[src/rtl/ppb_pkg.sv]
// Shared constants for the ping-pong buffer bank controller.
package ppb_pkg;

   localparam logic BANK_A = 1'b0;
   localparam logic BANK_B = 1'b1;

   localparam int unsigned ERR_W   = 3;
   localparam int unsigned ERR_OVF = 0;
   localparam int unsigned ERR_UNF = 1;
   localparam int unsigned ERR_DSW = 2;

endpackage

[src/rtl/ppb_slot.sv]
// One PE's ping-pong bank state: bank select, full flags, pending switch.
module ppb_slot
   import ppb_pkg::*;
(
   input  logic clk,
   input  logic rst_n,
   input  logic clear,
   input  logic fill_done,
   input  logic switch_req,
   input  logic drain_done,
   output logic wr_sel,
   output logic wr_ready,
   output logic rd_valid,
   output logic sw_pending,
   output logic rd_full_nxt_c,
   output logic pend_nxt_c,
   output logic err_ovf_c,
   output logic err_unf_c,
   output logic err_dsw_c
);

   logic wr_full;
   logic wf_c;
   logic re_c;
   logic sw_c;
   logic wr_sel_nxt_c;
   logic wr_ready_nxt_c;

   assign wr_full = ~wr_ready;

   // Protocol violations; the state update below treats them as legal events.
   assign err_ovf_c = fill_done & wr_full;
   assign err_unf_c = drain_done & ~rd_valid;
   assign err_dsw_c = switch_req & sw_pending;

   // Next-state: a swap needs a filled write bank and a drained read bank.
   always_comb begin
      wf_c           = wr_full | fill_done;
      re_c           = ~rd_valid | drain_done;
      sw_c           = (switch_req | sw_pending) & wf_c & re_c;
      wr_sel_nxt_c   = wr_sel;
      wr_ready_nxt_c = wr_ready;
      rd_full_nxt_c  = rd_valid;
      pend_nxt_c     = sw_pending;
      if (clear) begin
         wr_sel_nxt_c   = BANK_A;
         wr_ready_nxt_c = 1'b1;
         rd_full_nxt_c  = 1'b0;
         pend_nxt_c     = 1'b0;
      end else if (sw_c) begin
         wr_sel_nxt_c   = ~wr_sel;
         wr_ready_nxt_c = 1'b1;
         rd_full_nxt_c  = 1'b1;
         pend_nxt_c     = 1'b0;
      end else begin
         if (fill_done)  wr_ready_nxt_c = 1'b0;
         if (drain_done) rd_full_nxt_c  = 1'b0;
         if (switch_req) pend_nxt_c     = 1'b1;
      end
   end

   // State register; reset discards any pending switch.
   always_ff @(posedge clk or negedge rst_n) begin
      if (!rst_n) begin
         wr_sel     <= BANK_A;
         wr_ready   <= 1'b1;
         rd_valid   <= 1'b0;
         sw_pending <= 1'b0;
      end else begin
         wr_sel     <= wr_sel_nxt_c;
         wr_ready   <= wr_ready_nxt_c;
         rd_valid   <= rd_full_nxt_c;
         sw_pending <= pend_nxt_c;
      end
   end

endmodule

[src/rtl/pingpong_buf_ctrl.sv]
// Per-PE ping-pong buffer bank controller with sticky protocol errors and
// global idle flag. Optional stall counter enabled by PPB_STALL_CNT_EN.
module pingpong_buf_ctrl
   import ppb_pkg::*;
#(
   parameter int unsigned PE_NUM = 32,
   parameter int unsigned CNT_W  = 32
) (
   input  logic              clk,
   input  logic              rst_n,
   input  logic              clear,
   input  logic [PE_NUM-1:0] fill_done,
   input  logic [PE_NUM-1:0] switch_req,
   input  logic [PE_NUM-1:0] drain_done,
   output logic [PE_NUM-1:0] wr_sel,
   output logic [PE_NUM-1:0] wr_ready,
   output logic [PE_NUM-1:0] rd_valid,
   output logic [PE_NUM-1:0] sw_pending,
   output logic              all_idle,
   output logic [ERR_W-1:0]  err,
   output logic [CNT_W-1:0]  stall_cnt
);

   logic [PE_NUM-1:0] rd_full_nxt_c;
   logic [PE_NUM-1:0] pend_nxt_c;
   logic [PE_NUM-1:0] ovf_c;
   logic [PE_NUM-1:0] unf_c;
   logic [PE_NUM-1:0] dsw_c;
   logic [ERR_W-1:0]  err_set_c;

   // One independent slot per PE.
   for (genvar g = 0; g < PE_NUM; g++) begin : g_slot
      ppb_slot u_slot (
         .clk           (clk),
         .rst_n         (rst_n),
         .clear         (clear),
         .fill_done     (fill_done[g]),
         .switch_req    (switch_req[g]),
         .drain_done    (drain_done[g]),
         .wr_sel        (wr_sel[g]),
         .wr_ready      (wr_ready[g]),
         .rd_valid      (rd_valid[g]),
         .sw_pending    (sw_pending[g]),
         .rd_full_nxt_c (rd_full_nxt_c[g]),
         .pend_nxt_c    (pend_nxt_c[g]),
         .err_ovf_c     (ovf_c[g]),
         .err_unf_c     (unf_c[g]),
         .err_dsw_c     (dsw_c[g])
      );
   end

   // Collapse per-PE error pulses into the error vector layout.
   always_comb begin
      err_set_c          = '0;
      err_set_c[ERR_OVF] = |ovf_c;
      err_set_c[ERR_UNF] = |unf_c;
      err_set_c[ERR_DSW] = |dsw_c;
   end

   // Sticky error flags, cleared only by clear or reset.
   always_ff @(posedge clk or negedge rst_n) begin
      if (!rst_n)     err <= '0;
      else if (clear) err <= '0;
      else            err <= err | err_set_c;
   end

   // Idle flag registered from the slots' next state so it tracks the flags.
   always_ff @(posedge clk or negedge rst_n) begin
      if (!rst_n) all_idle <= 1'b1;
      else        all_idle <= ~|rd_full_nxt_c & ~|pend_nxt_c;
   end

`ifdef PPB_STALL_CNT_EN
   // Saturating count of cycles with any switch waiting.
   always_ff @(posedge clk or negedge rst_n) begin
      if (!rst_n)                                 stall_cnt <= '0;
      else if (clear)                             stall_cnt <= '0;
      else if (|sw_pending && (stall_cnt != '1))  stall_cnt <= stall_cnt + CNT_W'(1);
   end
`else
   assign stall_cnt = '0;
`endif

endmodule

[config.mk]
export PLATFORM = sky130hd
export DESIGN_NAME = pingpong_buf_ctrl
export DESIGN_NICKNAME = d
export VERILOG_FILES = /design/src/rtl/ppb_pkg.sv /design/src/rtl/ppb_slot.sv /design/src/rtl/pingpong_buf_ctrl.sv
export SDC_FILE = /design/constraint.sdc
export NUM_CORES = 1
export LEC_CHECK = 0
export ABC_AREA = 1
export BUFFER_PORTS_ARGS = -buffer_cell sky130_fd_sc_hd__buf_4
export CORE_UTILIZATION = 51
export CTS_CLUSTER_SIZE = 20
export DETAILED_ROUTE_END_ITERATION = 8
export GPL_TIMING_DRIVEN = 0
export PLACE_DENSITY = 0.83
export SLEW_MARGIN = 20
export SYNTH_ARGS = -nofsm -noshare
export SYNTH_HDL_FRONTEND = slang
export SYNTH_SLANG_ARGS = --single-unit
export TNS_END_PERCENT = 5
[constraint.sdc]
create_clock -name clk -period 1.5 [get_ports clk]
set_input_delay 0.3 -clock clk [delete_from_list [all_inputs] [get_ports clk]]
set_output_delay 0.3 -clock clk [all_outputs]
set_load 0.02 [all_outputs]
; Word level (Yosys, flattened, before mapping)
; Index checks and enable logic that the tools add are counted.
[word_totals]
register_bits = 132
input_bits = 99
out_inout_bits = 164
word_cells = 908
[classes]
n_mux = 353
bitwise_logic = 354
n_reduce_logical = 71
[op_table]
columns = cell, count
row1 = $mux W1, 352
row2 = $and A1 B1 Y1, 161
row3 = $reduce_or A32 Y1, 5
row4 = $not A1 Y1, 96
row5 = $or A1 B1 Y1, 96
row6 = $reduce_bool A3 Y1, 32
row7 = $reduce_bool A2 Y1, 32
row8 = $mux W3, 1
row9 = $or A3 B3 Y3, 1
row10 = $logic_not A1 Y1, 2

; Longest topological paths before layout
[depth]
ltp_word = 9
ltp_mapped = 11
ltp_nobuf = 11

; Modules after synthesis
; A second synthesis with hierarchy kept.
[hier_totals]
hier_cells = 1067
area_unflattened_um2 = 7592.3
[by_module_without_submodules]
columns = mod, instances, cells_per_inst, area_per_inst_um2
row1 = ppb_slot, 32, 27, 205.2
row2 = pingpong_buf_ctrl, 1, 203, 1026.0

; Worst setup path before layout
; OpenSTA, ideal clock, no wires.
[synth_timing]
path_kind = register -> register
from = register g_slot[3].u_slot.wr_ready
to = register err[0]
setup_ns = 0.113
t_arrival_ns = 1.197
setup_slack_ns = 0.190
stages_incl_launch_ff = 7
n_path_buf = 0
period_less_slack_ns = 1.310
cell_sequence = dfstp_2 > nor2_1 > or2_2 > nor4_1 > nand3_1 > nand2_1 > inv_1
[synth_via]
elab_chain_len = 5
[synth_rtl]
columns = item, line_no
row1 = from (decl), ppb_slot.sv:12  ; output logic wr_ready,
row2 = from (signal assigned), ppb_slot.sv:71  ; wr_ready <= wr_ready_nxt_c;
row3 = $not A1 Y1, ppb_slot.sv:29  ; assign wr_full = ~wr_ready;
row4 = $and A1 B1 Y1, ppb_slot.sv:32  ; assign err_ovf_c = fill_done & wr_full;
row5 = $reduce_or A32 Y1, pingpong_buf_ctrl.sv:55  ; err_set_c[ERR_OVF] = |ovf_c;
row6 = $or A3 B3 Y3, pingpong_buf_ctrl.sv:64  ; else err <= err | err_set_c;
row7 = $mux W3, pingpong_buf_ctrl.sv:63  ; else if (clear) err <= '0;
row8 = to (signal assigned), pingpong_buf_ctrl.sv:64
row9 = to (decl), pingpong_buf_ctrl.sv:20  ; output logic [ERR_W-1:0] err,
; Every way passes these cells.
; A chain may end at the register's enable or synchronous reset.

; Worst setup path in the final report
[layout_timing]
from = register g_slot[13].u_slot.wr_ready
to = output port wr_ready[13]
[layout_lines]
columns = item, line_no
row1 = from (decl), ppb_slot.sv:12
row2 = from (signal assigned), ppb_slot.sv:71
row3 = to (decl), pingpong_buf_ctrl.sv:16  ; output logic [PE_NUM-1:0] wr_ready,
; No word-level cell between the ends.

==> metrics.md <==
| Metric | Value |
|---|---|
| Hold crit path type | `input pin to flip-flop` |
| Io pins | `263` |
| GRT Residual Overflow | `0` |
| # nets final | `1,422` |
| Yosys cell types | `24` |
| Clk slew on worst S/H paths | `0.06 ns` |
| Drt total wl | `25,160 um` |
| Layout fillers | `1,120` |
| CP startpoint kind | `flip-flop` |
| Combinational share of power | `0.298` |
| Final Max Tran Viols | `0` |
| CTS buffer count | `17` |
| Worst vdd ir | `0.7699 mV` |
| Layout cells sized above 1 | `0.4135` |
| Post-Route Setup TNS | `-0.1181 ns` |
| Largest net degree at the start of global routing | `75` |
| Max frequency | `647.7 MHz` |
| Clock Latency Late Sink | `0.42 ns` |
| Layout area overhead | `39.22%` |
| GP Congestion | `0.8779` |
| Initial Util | `0.5320` |
| Tmin final | `1.544 ns` |
| Register area | `3344 um2` |
| Critical path startpoint | `g_slot[13].u_slot.wr_ready` |
| Reg power frac | `0.363` |
| Max stage delay cell, worst path | `dfstp_2` |
| CP Data Required Time | `1.20 ns` |
| Vias in the first global route | `7,032` |
| Clock sinks | `132` |
| Worst min-delay path startpoint | `clear` |
| CTS Root Cell | `clkbuf_16` |
| Max_cap viols | `0` |
| Final antenna-violating net count | `0` |
| Outcome | `complete, but fails checks` |
| Slowest cell delay on critical path | `0.59 ns` |
| Clk pwr share | `0.339` |
| IO buf count | `229` |
| Dpl ws | `-0.2746 ns` |
| DRT iter0 DRCs | `540` |
| Die width | `126.1 um` |
| P_int | `8.030 mW` |
| #FFs+latches synth | `132` |
| DR DRC count | `0` |
| FP Rows | `44` |
| GRT Overall Usage | `0.3184` |
| Area taken by multi-input logic gates | `2768 um2` |
| Worst r2r src | `g_slot[7].u_slot.wr_ready` |
| Failing checks | `negative setup slack` |
| Crit path kind | `flip-flop to primary output` |
| Reg2reg setup slack | `-0.03 ns` |
| Initial antenna violation count | `0` |
| DRT Pass-1 Iters | `6` |
| Longest Clk Path Bufs | `2` |
| Reg-to-Reg End | `all_idle` |
| Post-Syn Area | `7849 um2` |
| Final setup fails | `7` |
| Worst Path Buf+Inv | `2` |
| Mapped Cells | `1,035` |
| Worst setup margin | `-0.04385 ns` |
| Worst Hold Depth | `2` |
| Crit end category | `primary output` |
| Static leakage | `6.684 nW` |
| Final Hold Viols | `0` |
| Clock Skew | `0.008511 ns` |
| Pwr Total | `11.69 mW` |
| Worst slew margin | `0.3731` |
| Yosys warns | `0` |
| Vias per std cell | `4.893` |
| Core Footprint | `14,750 um2` |
| TritonCTS clock tree | `built` |
| Switching portion of total power | `0.3129` |
| Net Sw Power | `3.657 mW` |
| RSZ-0062 raised after global routing | `yes` |
| Worst-path maximum fanout | `3` |
| Final period utilization | `1.029` |
| Sink of the worst hold path | `g_slot[30].u_slot.wr_sel` |
| Height of the die | `126.1 um` |
| Routed WL per cell | `16.57 um` |
| Worst Reg2Reg Path Length in Cells | `10` |
| Dpl hpwl | `19,300 um` |
| Vias | `7,432` |
| Htree depth | `4` |
| Antenna fix cells | `0` |
| Syn Area/Cell | `7.583 um2` |
| Slew @ Worst Pin | `0.9403 ns` |
| Worst-path cell chain | `buf_4 -> buf_6` |
| Die area | `15,890 um2` |
| Critical path data arrival time | `1.24 ns` |
| First-pass GRT wire length | `37,630 um` |
| Power Dens Cells | `1070 nW/um2` |
| Top cell family by delay on the critical path | `flip-flops` |
| Register area share after synthesis | `0.4261` |
## synthesized netlist by cell type, drive strengths merged
library cell	count	share of area
o21bai	2	0.0019
dfstp	33	0.11
nand2	258	0.12
conb	1	0.00048
nor4	2	0.0016
o221ai	1	0.0011
nand4	9	0.0072
o22ai	18	0.014
o21ai	8	0.0051
o211ai	1	0.00096
buf	171	0.17
a211oi	1	0.00096
dfrtp	99	0.32
nor2	72	0.034
nor3	1	0.00064
clkbuf	3	0.0014
nand3	100	0.064
or2	25	0.020
inv	198	0.095
xor2	32	0.036
## power by group through the flow
stage	combinational (mW)	sequential [mW]	clock, mW
2_1_floorplan	2.06	4.20	0
3_3_place_gp	3.19	4.27	0
3_5_place_dp	3.25	4.28	0
4_1_cts	3.34	4.23	3.98
5_1_grt	3.73	4.28	4.13
6_report	3.48	4.25	3.96
## registers in the layout, indices dropped and copies added (netlist names)
signal,count
g_slot.u_slot.wr_ready,32
all_idle,1
g_slot.u_slot.sw_pending,32
g_slot.u_slot.rd_valid,32
err,3
g_slot.u_slot.wr_sel,32
## metal layers
layer | global-route usage | share of wire
met1 | 0.4125 | 0.41
met2 | 0.5255 | 0.48
met3 | 0.05565 | 0.081
met4 | 0.1368 | 0.031
met5 | 0 | 0
## final cells by class
| type | count | area share |
|---|---|---|
| multi-input combinational | 562 | 0.2533 |
| tap | 184 | 0.02107 |
| sequential | 132 | 0.3061 |
| clock inverter | 4 | 0.004122 |
| clock buffer | 27 | 0.04695 |
| inverter | 198 | 0.06825 |
| timing repair buffer | 238 | 0.1773 |
| buffer | 174 | 0.1230 |
## worst max-delay path by stage
stage                          endpoint  cells after the start
2_1_floorplan                    err[0]                      6
3_3_place_gp   g_slot[16].u_slot.wr_sel                      1
3_5_place_dp                   all_idle                     10
4_1_cts                        all_idle                     10
5_1_grt                        all_idle                     10
6_report                   wr_ready[13]                      2
## what timing repair did
action | in CTS | in global routing
setup buffers | 3 | 4
resized for setup | 34 | 73
pin swaps | 8 | 13
hold buffers | 1 | 0
hold endpoints to repair | 43 | 0
setup endpoints to repair | 11 | 25
## cell families (layout without fill, tap and decap cells)
logic type | count (synthesis) | after routing | synth area share
AND/OR/NAND/NOR | 467 | 467 | 0.2509
buffers and inverters | 372 | 641 | 0.2624
flip-flops | 132 | 132 | 0.4261
XOR/XNOR | 32 | 32 | 0.03571
AO/OA/AOI/OAI | 31 | 31 | 0.02439
other | 1 | 32 | 0.0004778
## placed cells by master, fill, tap and decap left out, types with 3 or more instances in the layout
master	count
nand3_1	90
buf_4	356
nand2_4	3
nor2_1	63
nand2_1	219
dfrtp_1	99
or2_2	22
nand2_2	36
buf_6	47
dfstp_2	33
nand3_2	10
clkbuf_8	5
inv_1	197
nor2_2	8
conb_1	32
o21ai_0	7
xor2_1	32
buf_2	3
clkbuf_1	8
clkinv_2	3
clkbuf_16	17
o22ai_1	18
nand4_1	9
## stage by stage
step / std cells / hold slack (ns) / area, um2 / utilization
after global routing: 1519 / 0.1662 / 10930 / 0.7406
after detailed placement: 1480 / 0.2611 / 9950 / 0.6744
after floorplan: 1066 / 0.004409 / 7965 / -
after global placement: 1479 / 0.5220 / 9915 / 0.6720
final: 1519 / 0.1477 / 10930 / 0.7406
after CTS: 1515 / 0.1305 / 10660 / 0.7222
Note: power is estimated with default switching activity, not from simulation.
